$ cat config.mk
export PLATFORM = sky130hd
export DESIGN_NAME = fifo_ctrl
export DESIGN_NICKNAME = d
export VERILOG_FILES = /design/src/rtl/fifo_ctrl.sv
export SDC_FILE = /design/constraint.sdc
export NUM_CORES = 1
export LEC_CHECK = 0
export CORE_MARGIN = 2
export CORE_UTILIZATION = 41
export CTS_CLUSTER_DIAMETER = 150
export DETAILED_ROUTE_END_ITERATION = 8
export PLACE_DENSITY = 0.73
export SLEW_MARGIN = 20
export SYNTH_ARGS = -nofsm -noshare
export SYNTH_HDL_FRONTEND = slang
export SYNTH_SLANG_ARGS = --single-unit
$ cat constraint.sdc
create_clock -name clk -period 5.3 [get_ports clk]
set_input_delay 1.06 -clock clk [delete_from_list [all_inputs] [get_ports clk]]
set_output_delay 1.06 -clock clk [all_outputs]
set_load 0.03 [all_outputs]
$ cat src/rtl/fifo_ctrl.sv
// FIFO pointer/occupancy controller for an external MEM_LENGHT-word memory.
// Generates the write/read strobes and addresses, the status flags and a sticky error.
module fifo_ctrl #(
  parameter int MEM_LENGHT = 3,
  parameter int ADDR_WIDTH = 4
) (
  input  logic                  clk,
  input  logic                  reset_L,
  input  logic                  push,
  input  logic                  pop,
  input  logic [ADDR_WIDTH-1:0] almost_full_thr,
  input  logic [ADDR_WIDTH-1:0] almost_empty_thr,
  output logic                  write_enable,
  output logic                  read_enable,
  output logic [ADDR_WIDTH-1:0] write_addr,
  output logic [ADDR_WIDTH-1:0] read_addr,
  output logic [ADDR_WIDTH-1:0] count,
  output logic                  full,
  output logic                  empty,
  output logic                  almost_full,
  output logic                  almost_empty,
  output logic                  data_valid,
  output logic                  error
);

  localparam logic [ADDR_WIDTH-1:0] LAST_ADDR = ADDR_WIDTH'(MEM_LENGHT - 1);
  localparam logic [ADDR_WIDTH-1:0] DEPTH     = ADDR_WIDTH'(MEM_LENGHT);

  logic [ADDR_WIDTH-1:0] wr_ptr_q, wr_ptr_d;
  logic [ADDR_WIDTH-1:0] rd_ptr_q, rd_ptr_d;
  logic [ADDR_WIDTH-1:0] count_q, count_d;
  logic                  data_valid_q, data_valid_d;
  logic                  error_q, error_d;
  logic                  accept_push, accept_pop;

  assign full         = (count_q == DEPTH);
  assign empty        = (count_q == '0);
  assign almost_full  = (count_q >= almost_full_thr);
  assign almost_empty = (count_q <= almost_empty_thr);

  // Strobes are gated by reset_L so the memory sees no write/read while reset is held.
  assign accept_pop  = reset_L && pop && !empty;
  assign accept_push = reset_L && push && (!full || accept_pop);

  assign write_enable = accept_push;
  assign read_enable  = accept_pop;
  assign write_addr   = wr_ptr_q;
  assign read_addr    = rd_ptr_q;
  assign count        = count_q;
  assign data_valid   = data_valid_q;
  assign error        = error_q;

  always_comb begin
    wr_ptr_d     = wr_ptr_q;
    rd_ptr_d     = rd_ptr_q;
    count_d      = count_q;
    data_valid_d = accept_pop;
    error_d      = error_q | (push & !accept_push) | (pop & !accept_pop);

    if (accept_push) begin
      wr_ptr_d = (wr_ptr_q == LAST_ADDR) ? '0 : wr_ptr_q + 1'b1;
    end
    if (accept_pop) begin
      rd_ptr_d = (rd_ptr_q == LAST_ADDR) ? '0 : rd_ptr_q + 1'b1;
    end

    case ({accept_push, accept_pop})
      2'b10:   count_d = count_q + 1'b1;
      2'b01:   count_d = count_q - 1'b1;
      default: count_d = count_q;
    endcase
  end

  always_ff @(posedge clk or negedge reset_L) begin
    if (!reset_L) begin
      wr_ptr_q     <= '0;
      rd_ptr_q     <= '0;
      count_q      <= '0;
      data_valid_q <= 1'b0;
      error_q      <= 1'b0;
    end else begin
      wr_ptr_q     <= wr_ptr_d;
      rd_ptr_q     <= rd_ptr_d;
      count_q      <= count_d;
      data_valid_q <= data_valid_d;
      error_q      <= error_d;
    end
  end

endmodule

## Word level (Yosys, flattened, before mapping)

Index checks and enable logic that the tools add are counted.

| word-level totals | value |
|---|---|
| register bits after elaboration | 14 |
| latch bits | 0 |
| bits in writable memories | 0 |
| memory bits (read-only) | 0 |
| bits of input ports | 12 |
| output and inout port bits | 20 |
| word-level logic and storage cells | 34 |
| memories kept | 0 |

| cells by class | value |
|---|---|
| $add $sub $neg | 4 |
| $mul | 0 |
| div/mod/pow operators | 0 |
| magnitude comparators | 2 |
| eq/ne operators | 5 |
| shifts and indexed selects | 0 |
| multiplexer cells | 3 |
| bitwise operators | 4 |
| reduce and logical (&&, ||, !) cells | 11 |

Operators by type and width:

| operator | count |
|---|---|
| adder 4 x 1 -> 4 bit (second input constant) | 3 |
| equality test 4 x 2 -> 1 bit (second input constant) | 3 |
| 2-to-1 mux 4 bit | 2 |
| case mux 4 bit (2 select lines) | 1 |
| greater-or-equal comparator 4 bit | 1 |
| <= comparator 4 bit | 1 |
| logical AND 1 bit | 4 |
| zero test 1 bit | 4 |
| zero test 4 bit | 1 |
| subtractor 4 x 1 -> 4 bit (second input constant) | 1 |
| AND 1 bit | 2 |
| equality test 2 x 1 -> 1 bit (second input constant) | 1 |
| equality test 2 bit (second input constant) | 1 |
| bitwise OR 1 bit | 2 |
| nonzero test 2 bit | 1 |
| logical OR 1 bit | 1 |

## Logic depth before layout (Yosys ltp)

| logic depth | value |
|---|---|
| word-level depth | 9 |
| mapped depth | 7 |
| gate-level depth less buffers | 7 |

## Least setup slack after synthesis

No wires, ideal clock.

| path | value |
|---|---|
| path kind | input to output |
| from | input almost_empty_thr[1] |
| to | output almost_empty |
| data arrival time | 2481 ps |
| required time | 4240 ps |
| slack | 1759 ps |
| stages on the path | 6 |
| buffers on the path | 0 |
| cell sequence | inv_1 ha_1 nor2b_1 o21a_1 o21a_1 o21ai_0 |

| on the way | value |
|---|---|
| longest elaborated chain between the ends | 1 |

Ends and longest elaborated chain:

| what | RTL line | source |
|---|---|---|
| start: declaration | 12 | `input logic [ADDR_WIDTH-1:0] almost_empty_thr,` |
| <= comparator 4 bit | 39 | `assign almost_empty = (count_q <= almost_empty_thr);` |
| end: declaration | 21 | `output logic almost_empty,` |

No other way between the ends.

## Worst setup path in the final report

Same ends and word-level chain as after synthesis.

==> parameters.txt <==
Parameter                              Value

Synthesis
  Seq/Total Area, Yosys ... 0.374
  Mapped Area ... 937 µm²
  Count of mapped cells out of synthesis ... 87
  Dominant combinational cell family by area after synthesis ... adder cells
  Number of nets produced by synthesis ... 110
  Yosys synthesis warning count ... 0
  Simple-gate share of the synthesized area ... 0.148
  Flops & latches, synth ... 14
  Synth Area in Adders ... 0.155
  Post-synthesis compound-gate area fraction ... 0.152
  Share of cell area taken by muxes after synthesis ... 0.0614
  XOR/XNOR share of the synthesized area ... 0.0654
  Mean area per synthesized cell ... 10.8 µm²
  Number of distinct library cells after synthesis ... 29

Route
  Initial drt markers ... 3
  Vias after detailed routing ... 725
  Met3 routed wirelength ... 56 µm
  Sum of routed wire segments on met1 ... 827 µm
  Ratio of routed vias to standard cells ... 4.83
  Number of nets with antenna violations after detailed routing ... 0
  Number of design rule violations left after detail routing ... 0
  Average wire length per cell after detail routing ... 12.6 µm
  Detailed Routing Iterations Pass 1 ... 2
  Top routing layer used ... met3
  Met2 wire length ... 1010 µm
  Wirelength, routed ... 1890 µm

Power
  Internal power ... 0.407 mW
  Gate power share ... 0.614
  Leak pwr ... 0.606 nW
  Peak supply drop ... 285 µV
  Net switching power of the design ... 0.354 mW
  Power density over the cells ... 580 nW/µm²
  Sw Ratio ... 0.466
  Fraction of power consumed by sequential logic ... 0.311
  Part of the power in the clock network ... 0.075

Clock network
  H-tree levels ... 1
  CTS-repair resized insts ... 0
  Latest clock arrival within the worst-skew pair ... 0.27 ns
  Maximum count of clock buffers along a single path ... 2
  Hold-fix buffers at CTS ... 0
  Clock slew at the register clock pins of the worst setup and hold paths ... 0.08 ns
  TritonCTS Buffers ... 3
  Clock tree from TritonCTS ... yes
  CTS root buf ... sky130_fd_sc_hd__clkbuf_4
  Postcts setup bufs ... 0
  Number of clock sinks seen by CTS ... 14

Final layout
  Commonest cells after routing, fill and taps aside ... sky130_fd_sc_hd__clkdlybuf4s50_1 (31), sky130_fd_sc_hd__dfrtp_1 (14), sky130_fd_sc_hd__inv_1 (11)
  Antenna diode count ... 0
  Net total in the final layout ... 147
  Area added between synthesis and finish ... 40.1%
  Share of post-route cells with drive strength above 1 ... 0.107
  Commonest non-fill, non-tap cell in the layout ... sky130_fd_sc_hd__clkdlybuf4s50_1
  Filler cell count in the final layout ... 200

STA
  RSZ-0062 raised after global routing ... false
  Worst Max-Slew Pin Slew ... 0.488 ns
  Total Neg Setup Slack ... 0 ns
  Final setup vio count ... 0
  Achievable clock frequency ... 240 MHz
  Clock period minus final worst setup slack ... 4.17 ns
  Share of the clock period used by the worst path ... 0.787
  Worst Skew ... 0.00413 ns
  Pins over their slew limit ... 0
  Max_slew headroom ... 0.673
  Worst Setup Slack, final ... 1.13 ns
  Final Hold Viols ... 0

Die
  Cell Rows ... 17
  Top-level I/O count ... 32
  Starting Density ... 0.428
  Core region area ... 2190 µm²
  Die H ... 51.8 µm
  Width of the chip ... 51.8 µm
  Die area ... 2680 µm²

Worst hold path
  Startpoint of the tightest hold check path ... error$_DFF_PN0_
  Hold/Removal Path Class ... flip-flop to flip-flop

Setup path
  Startpoint-to-endpoint class of the critical path ... input port to output port
  Largest delay share family, worst path ... buffers and inverters
  Library cell contributing the largest single delay on the critical path ... sky130_fd_sc_hd__clkdlybuf4s50_1
  CP Launch Point ... almost_empty_thr[1]
  Worst endpoint data arrival time ... 3.11 ns
  Worst-path maximum fanout ... 2
  Number of buffers and inverters on the critical path ... 3
  Reg-to-Reg Start ... count[1]$_DFFE_PN0P_
  Largest stage delay, worst path ... 0.69 ns
  Data required time at the worst endpoint ... 4.24 ns
  Crit-path cells ... clkdlybuf4s50_1 -> inv_1 -> ha_1 -> nor2b_1 -> o21a_1 -> o21a_1 -> o21ai_0 -> clkdlybuf4s50_1
  Kind of start point of the critical path ... input port
  Critical Path End Type ... output port

Place
  Count of buffers inserted at the top-level ports ... 31
  Final weighted congestion in routability-driven placement ... 0.681
  Placed wire-length estimate ... 1520 µm
  Setup slack after placement ... 1.10 ns

GRT
  Total global routing track utilization ... 0.159
  Largest net degree at the start of global routing ... 19
  Via count of the first global-routing pass ... 698
  Total grt overflow ... 0
  Number of antenna violations at the first check in global routing ... 0
  First-pass GRT wire length ... 3190 µm

Job
  MaxCap Viol Count ... 0

Outcome
  Outcome ... finished clean
metal layers:
layer	track usage	vias up
met5	0	-
met4	0.0132	0
met3	0.0402	0
met2	0.280	11
met1	0.204	334
li1	-	380
path summary, 6_finish.rpt:
path | to | slack (ns) | cells after the start
worst max-delay path | almost_empty | 1.13 | 8
worst min-delay path | error$_DFF_PN0_ | 0.48 | 2
max in group asynchronous | write_addr[2]$_DFFE_PN0P_ | 3.98 | 2
worst min register to register | error$_DFF_PN0_ | 0.48 | 2
worst max register to register | count[3]$_DFFE_PN0P_ | 3.16 | 7
min in group asynchronous | data_valid$_DFF_PN0_ | 1.13 | 2
state kept, by name, summed over array words and instances, names as in the netlist:
| register | cells |
|---|---|
| write_addr | 4 |
| error | 1 |
| count | 4 |
| data_valid | 1 |
| read_addr | 4 |
synthesized netlist by cell type (all sizes together):
| cell type | instances | area share |
|---|---|---|
| a21o | 4 | 0.032 |
| a21oi | 5 | 0.039 |
| a22o | 2 | 0.019 |
| and4bb | 1 | 0.013 |
| dfrtp | 14 | 0.37 |
| fa | 1 | 0.021 |
| ha | 10 | 0.13 |
| inv | 11 | 0.044 |
| mux2 | 3 | 0.040 |
| mux2i | 2 | 0.021 |
| nand2 | 2 | 0.0080 |
| nand2b | 1 | 0.0067 |
| nand3 | 2 | 0.011 |
| nand4 | 3 | 0.020 |
| nor2 | 5 | 0.028 |
| nor2b | 3 | 0.020 |
| nor3 | 1 | 0.011 |
| nor3b | 1 | 0.0080 |
| nor4 | 1 | 0.023 |
| o21a | 2 | 0.016 |
| o21ai | 3 | 0.016 |
| o21ba | 1 | 0.011 |
| o311a | 1 | 0.012 |
| o31ai | 1 | 0.0080 |
| xnor2 | 7 | 0.065 |
cell families (layout without fill, tap and decap cells):
family / count (synthesis) / in the layout
adder cells (fa/ha/maj): 11 / 11
multiplexers: 5 / 5
buffers and inverters: 11 / 46
AO/OA/AOI/OAI: 19 / 19
XOR/XNOR: 7 / 7
AND/OR/NAND/NOR: 20 / 20
flip-flops: 14 / 14
tightest hold or removal path, stage by stage (launching register included):
cell	delay (ns)
sky130_fd_sc_hd__dfrtp_1	0.35
sky130_fd_sc_hd__inv_1	0.05
sky130_fd_sc_hd__o31ai_1	0.05
stage by stage:
stage                     utilization  power, mW  instances  instance area (µm²)  hold WS, ns
after floorplan                     -      0.528         87                  937        0.650
after global placement          0.589      0.696        147                 1290        0.460
after detailed placement        0.589      0.712        147                 1290        0.466
after CTS                       0.599      0.772        150                 1310        0.484
after global routing            0.599      0.821        150                 1310        0.518
final                           0.599      0.761        150                 1310        0.479
layout make-up:
cell class | count | area [µm²] | area share
Clock buffer | 3 | 22.5 | 0.0172
Tap cell | 28 | 35.0 | 0.0267
Multi-Input combinational cell | 62 | 546 | 0.416
Inverter | 11 | 41.3 | 0.0315
Sequential cell | 14 | 350 | 0.267
Timing Repair Buffer | 32 | 318 | 0.242
power groups by stage:
stage	clock network [mW]	registers (mW)	logic, mW
2_1_floorplan	0	0.313	0.216
3_3_place_gp	0	0.236	0.460
3_5_place_dp	0	0.239	0.472
4_1_cts	0.0605	0.237	0.474
5_1_grt	0.0671	0.247	0.506
6_report	0.0571	0.236	0.467
(Power assumes the default switching activity.)
